===== src/rtl/fetch_ctrl.sv =====
// Purpose: instruction-fetch sequencer; owns the PC, buffers {pc,inst} pairs for decode.
// Latency: first instruction valid 1 cycle after reset release, 2 cycles after a redirect.
// Backpressure: out_ready low fills the FIFO, then the PC holds. Macro FETCH_PERF_EN adds perf counters.
module fetch_ctrl #(
  parameter int              PC_W     = 8,
  parameter logic [PC_W-1:0] RESET_PC = 8'h00,
  parameter logic [PC_W-1:0] LAST_PC  = 8'h4C,
  parameter int              DEPTH    = 2
) (
  input  logic            clk,
  input  logic            rst,
  output logic [PC_W-1:0] imem_addr,
  input  logic [31:0]     imem_data,
  output logic            out_valid,
  input  logic            out_ready,
  output logic [31:0]     out_inst,
  output logic [PC_W-1:0] out_pc,
  input  logic            redirect_valid,
  input  logic [PC_W-1:0] redirect_pc,
  output logic            halted
`ifdef FETCH_PERF_EN
  ,
  output logic [15:0]     perf_fetch_cnt,
  output logic [15:0]     perf_stall_cnt
`endif
);

  localparam int AW = $clog2(DEPTH);
  localparam int CW = AW + 1;
  localparam logic [CW-1:0] FULL_CNT = CW'(DEPTH);

  localparam logic [0:0] ST_RUN  = 1'b0;
  localparam logic [0:0] ST_HALT = 1'b1;

  logic [0:0]      state_q, state_d;
  logic [PC_W-1:0] pc_q, pc_d;
  logic [AW-1:0]   rd_ptr_q, rd_ptr_d;
  logic [AW-1:0]   wr_ptr_q, wr_ptr_d;
  logic [CW-1:0]   count_q, count_d;
  logic [CW-1:0]   cnt_after_pop;
  logic [PC_W-1:0] head_pc_q, head_pc_d;
  logic [31:0]     head_inst_q, head_inst_d;

  logic [PC_W-1:0] fpc_q   [DEPTH];
  logic [31:0]     finst_q [DEPTH];

  logic full;
  logic hs;       // decode handshake on the head this cycle
  logic pop;      // head advance (a redirect flushes instead)
  logic push;

  assign imem_addr = pc_q;
  assign out_valid = (count_q != '0);
  assign out_inst  = head_inst_q;
  assign out_pc    = head_pc_q;
  assign halted    = (state_q == ST_HALT);

  assign full = (count_q == FULL_CNT);
  assign hs   = out_valid && out_ready;
  assign pop  = hs && !redirect_valid;
  assign push = (state_q == ST_RUN) && !redirect_valid && (!full || hs);

  // Next-state for PC, FSM, FIFO pointers/occupancy and the registered head.
  always_comb begin
    pc_d          = pc_q;
    state_d       = state_q;
    rd_ptr_d      = rd_ptr_q;
    wr_ptr_d      = wr_ptr_q;
    count_d       = count_q;
    head_pc_d     = head_pc_q;
    head_inst_d   = head_inst_q;
    cnt_after_pop = count_q - (pop ? CW'(1) : CW'(0));

    if (redirect_valid) begin
      pc_d     = {redirect_pc[PC_W-1:2], 2'b00};
      state_d  = ST_RUN;
      rd_ptr_d = '0;
      wr_ptr_d = '0;
      count_d  = '0;
    end else begin
      if (pop) begin
        rd_ptr_d = rd_ptr_q + AW'(1);
      end
      if (push) begin
        wr_ptr_d = wr_ptr_q + AW'(1);
        pc_d     = pc_q + PC_W'(4);
        if (pc_q == LAST_PC) begin
          state_d = ST_HALT;
        end
      end
      count_d = cnt_after_pop + (push ? CW'(1) : CW'(0));

      // Head follows the new read pointer; a push into an otherwise empty
      // FIFO bypasses storage so the word is visible the next cycle.
      if (count_d != '0) begin
        if (push && (cnt_after_pop == '0)) begin
          head_pc_d   = pc_q;
          head_inst_d = imem_data;
        end else begin
          head_pc_d   = fpc_q[rd_ptr_d];
          head_inst_d = finst_q[rd_ptr_d];
        end
      end
    end
  end

  // Control and head registers with synchronous reset.
  always_ff @(posedge clk) begin
    if (rst) begin
      state_q     <= ST_RUN;
      pc_q        <= RESET_PC;
      rd_ptr_q    <= '0;
      wr_ptr_q    <= '0;
      count_q     <= '0;
      head_pc_q   <= '0;
      head_inst_q <= '0;
    end else begin
      state_q     <= state_d;
      pc_q        <= pc_d;
      rd_ptr_q    <= rd_ptr_d;
      wr_ptr_q    <= wr_ptr_d;
      count_q     <= count_d;
      head_pc_q   <= head_pc_d;
      head_inst_q <= head_inst_d;
    end
  end

  // FIFO storage; contents are only meaningful under the occupancy count.
  always_ff @(posedge clk) begin
    if (!rst && push) begin
      fpc_q[wr_ptr_q]   <= pc_q;
      finst_q[wr_ptr_q] <= imem_data;
    end
  end

`ifdef FETCH_PERF_EN
  logic [15:0] perf_fetch_q;
  logic [15:0] perf_stall_q;
  logic        stall;

  assign stall          = (state_q == ST_RUN) && !redirect_valid && full && !hs;
  assign perf_fetch_cnt = perf_fetch_q;
  assign perf_stall_cnt = perf_stall_q;

  // Saturating push and full-FIFO stall counters.
  always_ff @(posedge clk) begin
    if (rst) begin
      perf_fetch_q <= '0;
      perf_stall_q <= '0;
    end else begin
      if (push && (perf_fetch_q != 16'hFFFF)) begin
        perf_fetch_q <= perf_fetch_q + 16'd1;
      end
      if (stall && (perf_stall_q != 16'hFFFF)) begin
        perf_stall_q <= perf_stall_q + 16'd1;
      end
    end
  end
`endif

endmodule


===== config.mk =====
export PLATFORM = sky130hd
export DESIGN_NAME = fetch_ctrl
export DESIGN_NICKNAME = d
export VERILOG_FILES = /design/src/rtl/fetch_ctrl.sv
export SDC_FILE = /design/constraint.sdc
export NUM_CORES = 1
export LEC_CHECK = 0
export BUFFER_PORTS_ARGS = -buffer_cell sky130_fd_sc_hd__buf_2
export CORE_MARGIN = 1.5
export CORE_UTILIZATION = 43
export CTS_CLUSTER_DIAMETER = 30
export DETAILED_ROUTE_END_ITERATION = 6
export HOLD_SLACK_MARGIN = 0.15
export PLACE_DENSITY_LB_ADDON = 0.05
export SYNTH_ARGS = -nofsm -noshare
export SYNTH_HDL_FRONTEND = slang
export SYNTH_SLANG_ARGS = --single-unit

===== constraint.sdc =====
create_clock -name clk -period 8.32 [get_ports clk]
set_clock_uncertainty 0.2 [all_clocks]
set_input_delay 0.416 -clock clk [delete_from_list [all_inputs] [get_ports clk]]
set_output_delay 0.416 -clock clk [all_outputs]
set_load 0.1 [all_outputs]

== Word-level counts from Yosys, hierarchy flattened ==
Memory sizes are Yosys's and may differ from the RTL's.
Index checks and enable logic that the tools add are counted.
Operators by class
  reduce and logical (&&, ||, !) cells: 17
  bitwise logic cells: 2
  $add $sub $neg: 5
  mux-type cells: 10
  eq/ne operators: 2
Operator list (number)
  2-to-1 mux 32 bit: 1
  2-to-1 mux 8 bit: 3
  adder 8 x 3 -> 8 bit, second input constant: 1
  == test 8 x 7 -> 1 bit, second input constant: 1
  logical AND 1 bit: 6
  2-to-1 mux 1 bit: 6
  nonzero test 2 bit: 3
  AND reduction 2 bit: 2
  logical NOT 1 bit: 3
  adder 1 bit, second input constant: 2
  adder 2 x 1 -> 2 bit: 1
  == test 2 bit, second input constant: 1
  logical NOT 2 bit: 1
  inverter 1 bit: 2
  OR reduction 2 bit: 1
  subtractor 2 x 1 -> 2 bit: 1
  logical OR 1 bit: 1
Storage, ports and cells
  flip-flop bits (word level): 53
  bits in writable memories: 80
  memories kept: 2
  output and inout port bits: 50
  input bits: 44
Memory list
  finst_q: words 2, width 32, rd ports 1, clocked after memory_dff 0, write ports 1, RTL line 45  | logic [31:0] finst_q [DEPTH];
  fpc_q: words 2, width 8, rd ports 1, clocked after memory_dff 0, write ports 1, RTL line 44  | logic [PC_W-1:0] fpc_q [DEPTH];

== Depth between registers and ports, before layout ==
Gate-level depths: netlist (run 1).
  word-level depth: 8
  gate-level depth with buffers: 12
  mapped depth without buffers: 9

== Worst setup path before layout (run 1) ==
OpenSTA, ideal clock, no wires.
  path type: register to register
  start point: register state_q (netlist: halted)
  end point: memory finst_q[1][0] (enable)
  clock period less this slack: 4799 ps
  data arrival time: 4110 ps
  stages on the path, launching flop included: 4
  path buffers: 1
  setup slack: 3521 ps
  cells stage by stage: dfxtp_1 or3_1 buf_6 nor3b_1
Between the ends
  word-level cells in the longest chain between the ends: 6
Ends and longest elaborated chain
  start: declaration: RTL line 35  | logic [0:0] state_q, state_d;
  start signal: assignment: RTL line 118  | state_q <= state_d;
  inverter 1 bit: RTL line 61  | assign push = (state_q == ST_RUN) && !redirect_valid && (!full || hs);
  logical AND 1 bit (2 in series): RTL line 61
  logical AND 1 bit: RTL line 130  | if (!rst && push) begin
  2-to-1 mux 1 bit: RTL line 130
  2-to-1 mux 1 bit (implied by the code): RTL line 132  | finst_q[wr_ptr_q] <= imem_data;
  end: declaration: RTL line 45
Every way passes these cells.

== Final worst setup path (run 1) ==
  start point: register count_q[1]
  end point: register head_inst_q[16] (netlist: out_inst[16])
Between the ends
  word-level cells in the longest chain between the ends: 8
  elaborated cells between the ends (all ways): 19
Ends and longest elaborated chain
  start: declaration: RTL line 39  | logic [CW-1:0] count_q, count_d;
  start signal: assignment: RTL line 122  | count_q <= count_d;
  == test 2 bit or nonzero test 2 bit (tied branches): RTL line 58, 53
  logical NOT 1 bit or logical AND 1 bit (tied branches): RTL line 61, 59
  logical OR 1 bit (*): RTL line 61
  logical AND 1 bit (*): RTL line 61
  via push: RTL line 50  | logic push;
  2-to-1 mux 1 bit: RTL line 91  | count_d = cnt_after_pop + (push ? CW'(1) : CW'(0));
  adder 2 x 1 -> 2 bit: RTL line 91
  nonzero test 2 bit: RTL line 95  | if (count_d != '0) begin
  AND reduction 2 bit (no source line)
  end signal: assignment: RTL line 124  | head_inst_q <= head_inst_d;
  end: declaration: RTL line 42  | logic [31:0] head_inst_q, head_inst_d;
The timed path passes the listed nets; every way through them passes the cells marked *. The select of a mux whose other input is x is not followed.
A chain may end at the register's enable or synchronous reset.

==> results of run 1 <==
==> layout by cell type, fill, tap and decap left out, types with 5 or more instances in the layout <==
| master | n |
|---|---|
| and3_1 | 39 |
| a211oi_1 | 28 |
| clkinv_2 | 6 |
| buf_2 | 87 |
| o21ai_0 | 31 |
| dlygate4sd3_1 | 38 |
| inv_1 | 6 |
| nor2_1 | 8 |
| clkbuf_16 | 17 |
| a211oi_2 | 11 |
| a21oi_1 | 9 |
| dfxtp_1 | 49 |
| edfxtp_1 | 76 |
| o21ai_1 | 11 |
| o2bb2ai_1 | 38 |
| buf_4 | 5 |
| nor3_1 | 6 |
==> per-stage QoR <==
step / cell area [µm²] / total power, W
detailed placement: 5472 / 0.001041
CTS: 6409 / 0.001748
finish: 6409 / 0.001736
global route: 6409 / 0.001796
global placement: 5472 / 0.001038
floorplan: 5019 / 0.0009833
==> layout make-up <==
type | instances | area [µm²]
inverter | 7 | 31.28
clock inverter | 14 | 127.6
tap | 143 | 178.9
multi-input combinational | 213 | 1525
clock buffer | 18 | 429.2
fill | 960 | 4961
timing repair buffer | 130 | 853.3
sequential | 125 | 3263
==> report_power, final <==
part,switching (W),total (W),internal [W],leakage (nW)
Sequential,0.0000179,0.000712,0.000694,1.10
Combinational,0.000260,0.000330,0.0000694,1.05
Clock,0.000260,0.000694,0.000434,0.266
Total,0.000538,0.00174,0.00120,2.42
==> sequential cells by signal, indices dropped and copies added (netlist names) <==
name and cells:
halted 1, count_q 2, out_inst 32, wr_ptr_q 1, rd_ptr_q 1, imem_addr 6, fpc_q 12, finst_q 64
out_pc 6
==> cells in the mapped netlist, drive strengths merged (2+ instances only) <==
cell type  count  area (µm²)
o21ai         43       215.2
xnor2          2       25.03
and3          40       255.2
a211oi        40       360.3
nor3           7       35.03
buf           23       186.4
inv            6       22.52
and2           2       12.51
edfxtp        76        2282
ha             3       37.54
nor2           9       33.78
a221oi         2       17.52
nand3          3       15.01
a21oi          9       45.04
dfxtp         49       980.9
clkbuf        13       51.30
o2bb2ai       38       332.8
or3            2       17.52
nor3b          3       22.52
==> path summary, 6_finish.rpt <==
path | start | to | slack, ns | cells past startpoint
setup / recovery | count_q[1]$_SDFF_PP0_ | out_inst[16]$_SDFFE_PP0P_ | 4.96 | 9
hold / removal | rst | imem_addr[4]$_SDFFE_PP0P_ | 0.19 | 2
setup reg to reg | count_q[1]$_SDFF_PP0_ | out_inst[16]$_SDFFE_PP0P_ | 4.96 | 9
hold reg to reg | out_inst[6]$_SDFFE_PP0P_ | out_inst[6]$_SDFFE_PP0P_ | 0.25 | 1
==> layer usage <==
layer	wire [µm]	vias to the layer above
met5	0	-
met4	116	0
met3	496	9
met2	5679	82
met1	5532	1767
li1	-	1691
==> cell families after synthesis <==
logic type / Yosys count / synth area share [%]
flip-flops: 125 / 65.17
AND/OR/NAND/NOR: 69 / 8.221
buffers and inverters: 43 / 5.372
XOR/XNOR: 3 / 0.6748
multiplexers: 1 / 0.1999
adder cells (fa/ha/maj): 3 / 0.7497
AO/OA/AOI/OAI: 133 / 19.54
other: 1 / 0.07489
==> critical path, stage by stage, from the launching register on <==
cell and delay, ns:
dfxtp_1 0.38, nor3b_1 0.18, or3_1 0.42, clkinv_4 0.18, ha_1 0.24, xor2_1 0.21
a211oi_4 0.78, buf_4 0.39, o21ai_0 0.13, o2bb2ai_1 0.16
==> impl_metrics.csv, run 1 <==
group,metric,value,unit
clock_tree,cts_root_buf,"clkbuf_16",
clock_tree,cts-buffers-inserted,17,
layout,num_antenna_cells,0,
global_routing,grt_pass1_wl,19310,µm
pwr,peakVddDrop,0.1303,mV
die,dieHeight,110.9,µm
timing,tns,0,ns
clock_tree,cts_resized,0,
global_routing,grt_max_degree,41,
clock_tree,cts_max_level,4,
logic_synthesis,ys_warn_count,0,
pwr,pwr_density_cell,270.9,nW/µm²
global_routing,antenna_found_initial,0,
clock_tree,tritoncts,"yes",
logic_synthesis,syn_avg_cell_area,13.25,µm²
timing,rsz0062_at_grt,"no",
logic_synthesis,synth_edf_count,76,
global_routing,grt_remaining_overflow,0,
timing,max-slew-margin-rel,23.86,%
clock_tree,cts.clk_slew.worst_paths,0.06,ns
route,initialDrtViolationCount,219,
outcome,status,"finished, final reports clean",
clock_tree,cts_setup_buffers,0,
timing,fin_crit,3.363,ns
worst_hold_path,min_path_type,"input pin to register",
layout,fin_cells,650,
clock_tree,cts_max_path_buffers,2,
route,routed_wl,11830,µm
die,core_region_area,11370,µm²
logic_synthesis,synth-seq-area-share,65.17,%
worst_setup_path,cp_max_fo,21,
layout,fin_util,56.37,%
die,start_util,44.04,%
worst_setup_path,crit_arrival,3.50,ns
global_routing,top_usage_layer,"met2",
timing,post-route-period-util,40.42,%
logic_synthesis,synthArstFlopShare,0,%
worst_setup_path,critPathRequiredTime,8.46,ns
timing,fmax,0.2974,GHz
timing,setup_viol,0,
worst_setup_path,critPathCaptureType,"register",
placement,dp_slack,4.707,ns
route,ant_nets,0,
layout,drive_gt1_share,28.01,%
timing,fin_ws,4.957,ns
timing,finalMaxSlewViolations,0,
placement,port_buffers,87,
logic_synthesis,synthFlopType,"edfxtp_1",
global_routing,grt_pass1_vias,3620,
global_routing,use_met3,4.647,%
placement,dp_cells,580,
route,firstDrtPassIters,4,
logic_synthesis,yosysUniqueCellTypes,37,
clock_tree,ctsHoldBuffers,38,
layout,fin_nets,541,
clock_tree,clkSinkCount,125,
worst_setup_path,criticalPathCategory,"register to register",
worst_setup_path,startpoint_type,"register",
die,row_count,39,
route,wl_per_cell,18.19,µm
logic_synthesis,ys_seq_elements,125,
timing,tightest_slew,1.139,ns
run,drv_cap,0,
die,pin_count,94,
route,drc,0,
timing,hold_violations,0,
global_routing,grtUsageMet1,26.19,%
global_routing,grt_use_met2,33.29,%
placement,place_congestion,0.7339,
timing,hold_ws,0.1900,ns
die,dieArea,12300,µm²
global_routing,grt_use_total,20.27,%
placement,dp_hpwl,6275,µm
logic_synthesis,netlist_area,5007,µm²
route,num_vias,3549,
route,vias_per_cell,5.460,
die,die_w,110.9,µm
logic_synthesis,syn_inst,378,
clock_tree,worstSkewPairLatency,0.41,ns
pwr,p_leak,2.417,nW
layout,layout-area-overhead-vs-synth,27.99,%
(Power assumes the default switching activity.)
==> run 2: changes to the inputs <==
==> constraint.sdc (replaced) <==
create_clock -name clk -period 3 [get_ports clk]
set_clock_uncertainty 0.2 [all_clocks]
set_input_delay 0.15 -clock clk [delete_from_list [all_inputs] [get_ports clk]]
set_output_delay 0.15 -clock clk [all_outputs]
set_load 0.1 [all_outputs]
==> run 2 against run 1 <==
  * Via count rose by 2.6%
  * Total power rose to 2.9 times the previous value
  * Count of clock-buffer cells in the layout fell by 1
  * Combinational power rose to 2.9 times the previous value
  * Final cell count rose by 3.2%
  * Final area rose by 4.9%
==> impl_metrics.csv, run 2 (same netlist as run 1, synthesis figures left out) <==
group,metric,value,unit
outcome,status,"finished, final reports clean",
pwr,peakVddDrop,0.6349,mV
timing,setup_viol,0,
clock_tree,tritoncts,"yes",
route,initialDrtViolationCount,201,
layout,final_area,6725,µm²
die,row_count,39,
layout,mostFrequentLayoutCells,"buf_2, edfxtp_1, dlygate4sd3_1",
timing,tns,0,ns
global_routing,grt_max_degree,41,
placement,place_congestion,0.7821,
route,routed_wl,12070,µm
die,pin_count,94,
die,start_util,44.04,%
worst_setup_path,crit_arrival,3.03,ns
pwr,pwr_density_cell,741.4,nW/µm²
clock_tree,cts_max_path_buffers,2,
timing,fmax,0.3472,GHz
timing,tightest_slew,0.5903,ns
worst_setup_path,critPathCaptureType,"register",
placement,dp_hpwl,6665,µm
layout,num_antenna_cells,0,
route,firstDrtPassIters,4,
worst_setup_path,startpoint_type,"input pin",
clock_tree,clkSinkCount,125,
route,vias_per_cell,5.429,
die,dieHeight,110.9,µm
layout,fin_cells,671,
timing,post-route-period-util,96.00,%
layout,regMostFlops,"finst_q",
clock_tree,cts_max_level,4,
clock_tree,worstSkewPairLatency,0.41,ns
global_routing,grt_use_total,20.43,%
layout,fin_util,59.15,%
worst_setup_path,path_cells,"dlygate4sd3_1 > buf_2 > buf_6 > or3_4 > buf_4 > nor2_1 > a22oi_1 > dlygate4sd3_1 > a21oi_2 > dlygate4sd3_1",
worst_setup_path,slowest_stage,"dlygate4sd3_1",
global_routing,grt_pass1_vias,3662,
timing,fin_crit,2.880,ns
clock_tree,cts.clk_slew.worst_paths,0.06,ns
route,num_vias,3643,
clock_tree,cts_root_buf,"clkbuf_16",
worst_setup_path,slowest_delay,0.58,ns
placement,dp_slack,0.4054,ns
timing,max-slew-margin-rel,60.64,%
die,dieArea,12300,µm²
global_routing,grt_pass1_wl,19420,µm
pwr,p_leak,2.560,nW
route,wl_per_cell,17.99,µm
layout,largest_reg_flops,64,
placement,placed_area,5599,µm²
layout,fillers,942,
die,core_region_area,11370,µm²
placement,port_buffers,87,
worst_setup_path,critPathRequiredTime,3.15,ns
timing,hold_violations,0,
layout,fin_nets,562,
worst_setup_path,cp_max_fo,16,
worst_setup_path,criticalPathCategory,"input pin to register",
placement,dp_cells,588,
worst_setup_path,cp_common_cell,"dlygate4sd3_1",
worst_hold_path,min_path_type,"register to register",
route,drc,0,
route,ant_nets,0,
layout,drive_gt1_share,29.55,%
clock_tree,cts_setup_buffers,0,
timing,rsz0062_at_grt,"no",
layout,final_common_cell,"buf_2",
die,die_w,110.9,µm
global_routing,antenna_found_initial,0,
timing,fin_ws,0.1199,ns
layout,layout-area-overhead-vs-synth,34.31,%
global_routing,grt_remaining_overflow,0,
run,drv_cap,0,
timing,finalMaxSlewViolations,0,
clock_tree,cts-buffers-inserted,17,
==> run 2: cell types whose count changed in the layout (fill, tap and decap cells not counted), moves of 2 or more <==
cell	change
dlygate4sd3_1	+13
buf_12	+5
clkinv_4	+3
buf_4	+2
clkinv_1	-2
==> run 2: cell type report <==
type	instances	area, µm²	share of cell area [%]
tap	143	178.9	2.660
timing repair buffer	151	1110	16.50
inverter	7	31.28	0.4651
multi-input combinational	213	1544	22.96
sequential	125	3263	48.52
clock inverter	15	172.7	2.567
clock buffer	17	425.4	6.326
==> run 2: routing by layer <==
metal | track usage (%) | vias to the layer above | part of all wire [%] | routed length, µm
li1 | - | 1741 | - | -
met5 | 0 | - | 0 | 0
met2 | 33.00 | 87 | 48 | 5740
met4 | 5.385 | 0 | 0.82 | 99
met3 | 5.522 | 8 | 4.1 | 501
met1 | 27.36 | 1807 | 47 | 5730
==> run 2: power breakdown <==
| group | switching (W) | total, W | internal, W |
|---|---|---|---|
| Sequential | 0.0000512 | 0.00198 | 0.00192 |
| Combinational | 0.000730 | 0.000958 | 0.000228 |
| Clock | 0.000751 | 0.00205 | 0.00130 |
==> run 2: final timing paths <==
| check | depth (start not counted) | startpoint | endpoint | slack (ns) |
|---|---|---|---|---|
| setup / recovery | 10 | redirect_valid | imem_addr[5]$_SDFFE_PP0P_ | 0.12 |
| hold / removal | 1 | out_pc[3]$_SDFFE_PP0P_ | out_pc[3]$_SDFFE_PP0P_ | 0.25 |
| setup reg to reg | 8 | count_q[1]$_SDFF_PP0_ | imem_addr[5]$_SDFFE_PP0P_ | 0.24 |
| hold reg to reg | 1 | out_pc[3]$_SDFFE_PP0P_ | out_pc[3]$_SDFFE_PP0P_ | 0.25 |
==> run 2: critical path, delay by kind of cell <==
kind                   cells  cell delay (ns)
AND/OR/NAND/NOR            2             0.52
buffers and inverters      6             2.14
AO/OA/AOI/OAI              2             0.22
==> run 2: through the flow <==
step                      power (W)  hold WS [ns]
after CTS                  0.005015        0.2580
after detailed placement   0.002912        0.1533
after global routing       0.005145        0.2666
after floorplan            0.002728       0.02276
final                      0.004986        0.2540
after global placement     0.002903        0.1483
==> run 2: timing repair <==
item | CTS | global route
hold buffers | 51 | 0
resized for setup | 0 | 4
endpoints found under the setup margin | 0 | 5
hold endpoints to repair | 107 | 0
==> run 3: changes to the inputs <==
--- a/config.mk
+++ b/config.mk
@@ -5,6 +5,7 @@
 export SDC_FILE = /design/constraint.sdc
 export NUM_CORES = 1
 export LEC_CHECK = 0
+export ABC_AREA = 1
 export BUFFER_PORTS_ARGS = -buffer_cell sky130_fd_sc_hd__buf_2
 export CORE_MARGIN = 1.5
 export CORE_UTILIZATION = 43
==> run 3 against run 2 <==
  * Via count increased by 28%
  * Sequential share of layout area fell by 4.2 points
  * Synthesized cell count increased by 87%
  * Register-to-register slack improved by 0.11 ns
  * Maximum frequency is 8.7% higher
  * Critical endpoint is now imem_addr[7]$_SDFFE_PP0P_
  * Highest routed layer unchanged
==> impl_metrics.csv, run 3 <==
group,metric,value,unit
outcome,status,"finished, final reports clean",
layout,regMostFlops,"finst_q",
logic_synthesis,syn_avg_cell_area,8.194,µm²
timing,finalMaxSlewViolations,0,
global_routing,grt_use_total,19.31,%
logic_synthesis,yosysTopAreaCellShare,39.40,%
clock_tree,cts_setup_buffers,0,
timing,hold_violations,0,
pwr,p_leak,3.644,nW
route,routed_wl,13110,µm
worst_setup_path,critPathRequiredTime,3.15,ns
placement,port_buffers,87,
route,met1_length,6094,µm
worst_setup_path,ff2ff_path_depth,8,
route,highest_layer,"met4",
logic_synthesis,ys_warn_count,0,
logic_synthesis,ys_seq_elements,125,
placement,dp_hpwl,7521,µm
pwr,total_power,0.004890,W
pwr,pwr_density_cell,664.8,nW/µm²
logic_synthesis,synthFlopType,"edfxtp_1",
die,core_region_area,13190,µm²
route,dr_wl_met3,492,µm
global_routing,grt_pass1_wl,21240,µm
worst_hold_path,hold_path_end,"halted$_SDFFE_PP0P_",
layout,mostFrequentLayoutCells,"inv_1, nand2_1, buf_2",
timing,fmax,0.3774,GHz
worst_hold_path,min_path_type,"input pin to register",
layout,drive_gt1_share,15.69,%
die,start_util,43.92,%
worst_setup_path,criticalPathCategory,"input pin to register",
pwr,peakVddDrop,0.3734,mV
worst_hold_path,hold_depth,5,
die,dieArea,14180,µm²
worst_setup_path,reg2reg_slack,0.35,ns
global_routing,antenna_found_initial,0,
timing,rsz0062_at_grt,"no",
layout,fillers,1216,
route,firstDrtPassIters,4,
layout,layout-area-overhead-vs-synth,26.95,%
clock_tree,ctsHoldBuffers,49,
placement,place_congestion,0.8433,
worst_hold_path,hp-start,"out_ready",
worst_setup_path,regToRegStartpoint,"count_q[0]$_SDFF_PP0_",
global_routing,grt_remaining_overflow,0,
timing,post-route-period-util,88.31,%
global_routing,grt_pass1_vias,4322,
route,wl_per_cell,12.73,µm
logic_synthesis,netlist_area,5793,µm²
clock_tree,cts_root_buf,"clkbuf_16",
timing,tightest_slew,0.5658,ns
logic_synthesis,synth-seq-area-share,56.33,%
clock_tree,cts_resized,0,
layout,final_area,7355,µm²
clock_tree,cts.clk_slew.worst_paths,0.05,ns
worst_setup_path,startpoint_type,"input pin",
logic_synthesis,syn_inst,707,
route,wl_met2,6269,µm
global_routing,grt_max_degree,45,
clock_tree,clkSinkCount,125,
die,row_count,42,
timing,hold_ws,0.1776,ns
clock_tree,cts_max_level,4,
timing,setup_viol,0,
worst_setup_path,cp_max_fo,8,
worst_setup_path,critPathCaptureType,"register",
run,drv_cap,0,
die,dieHeight,119.1,µm
clock_tree,cts-buffers-inserted,17,
clock_tree,cts_max_path_buffers,2,
layout,num_antenna_cells,0,
layout,fin_nets,888,
logic_synthesis,synth_edf_count,76,
logic_synthesis,yosysUniqueCellTypes,23,
route,vias_per_cell,4.534,
logic_synthesis,synth_top_cell_by_area,"edfxtp_1",
clock_tree,worstSkewPairLatency,0.40,ns
logic_synthesis,yosys-top-cells-count,"inv_1, nand2_1, nor2_1",
worst_setup_path,crit_arrival,2.80,ns
route,ant_nets,0,
die,die_w,119.1,µm
route,num_vias,4670,
logic_synthesis,synthTopCellsByArea,"edfxtp_1, dfxtp_1, inv_1",
placement,placed_area,6361,µm²
layout,largest_reg_flops,64,
logic_synthesis,synth_most_common_cell,"inv_1",
timing,max-slew-margin-rel,62.28,%
route,drc,0,
timing,fin_crit,2.649,ns
route,initialDrtViolationCount,352,
worst_setup_path,critPathLaunch,"redirect_valid",
die,pin_count,94,
layout,final_common_cell,"inv_1",
logic_synthesis,synthArstFlopShare,0,%
worst_setup_path,regToRegEndpoint,"imem_addr[7]$_SDFFE_PP0P_",
clock_tree,tritoncts,"yes",
==> run 3: cell count changes after synthesis, sizes merged, moves of 5 or more <==
| cell | change |
|---|---|
| a211oi | -39 |
| o2bb2ai | -38 |
| a21oi | +39 |
| o21ai | -41 |
| nand3 | +82 |
| and3 | -40 |
| nand2 | +142 |
| nor2 | +77 |
| nor3 | -5 |
| inv | +163 |
==> run 3: worst max-delay path: stages <==
cell           delay (ns)
dlygate4sd3_1        0.52
buf_2                0.17
inv_2                0.10
nand3_1              0.33
nor2_1               0.22
a21oi_1              0.05
dlygate4sd3_1        0.56
a21oi_1              0.13
dlygate4sd3_1        0.55
==> run 3: layout make-up <==
| class | count | area (µm²) | area share (%) |
|---|---|---|---|
| clock buffers | 30 | 494.2 | 6.720 |
| clock inverters | 2 | 8.758 | 0.1191 |
| inverters | 169 | 634.4 | 8.625 |
| multi-input cells | 379 | 1698 | 23.09 |
| flip-flops and latches | 125 | 3263 | 44.37 |
| well taps | 176 | 220.2 | 2.994 |
| repair buffers | 149 | 1036 | 14.09 |
==> run 3: logic make-up (layout without fill, tap and decap cells) <==
kind of cell	count (synthesis)	in the layout	share of synthesized area [%]
AO/OA/AOI/OAI	53	53	4.903
XOR/XNOR	2	2	0.3024
adder cells (fa/ha/maj)	3	3	0.6480
buffers and inverters	206	350	15.03
flip-flops	125	125	56.33
other	1	4	0.06473
AND/OR/NAND/NOR	317	317	22.72
==> run 3: how the worst max path moves through the flow <==
stage	slack [ns]	cells after the start	to
floorplan	-0.19	3	finst_q[0][0]$_DFFE_PP_
finish	0.35	9	imem_addr[7]$_SDFFE_PP0P_
global route	0.27	8	imem_addr[7]$_SDFFE_PP0P_
global placement	0.61	14	out_inst[15]$_SDFFE_PP0P_
CTS	0.37	8	imem_addr[7]$_SDFFE_PP0P_
detailed placement	0.53	15	out_inst[17]$_SDFFE_PP0P_
==> run 3: stage by stage <==
| stage | setup WS (ns) | util (%) | instances | setup TNS (ns) |
|---|---|---|---|---|
| after floorplan | -0.1881 | - | 710 | -14.29 |
| after global placement | 0.6108 | 48.23 | 949 | 0 |
| after detailed placement | 0.5287 | 48.23 | 949 | 0 |
| after CTS | 0.3737 | 55.76 | 1030 | 0 |
| after global routing | 0.2699 | 55.76 | 1030 | 0 |
| final | 0.3506 | 55.76 | 1030 | 0 |
==> run 3: where the power goes <==
| group | leakage (nW) | internal [W] | switching (W) |
|---|---|---|---|
| Sequential | 1.10 | 0.00194 | 0.0000531 |
| Combinational | 2.30 | 0.000262 | 0.000890 |
| Clock | 0.242 | 0.00109 | 0.000654 |
==> run 3: metal layers <==
layer / GRT usage (%) / up-vias
met3: 4.215 / 16
met1: 24.46 / 2126
met5: 0 / -
met4: 8.208 / 0
li1: - / 2423
met2: 31.94 / 105
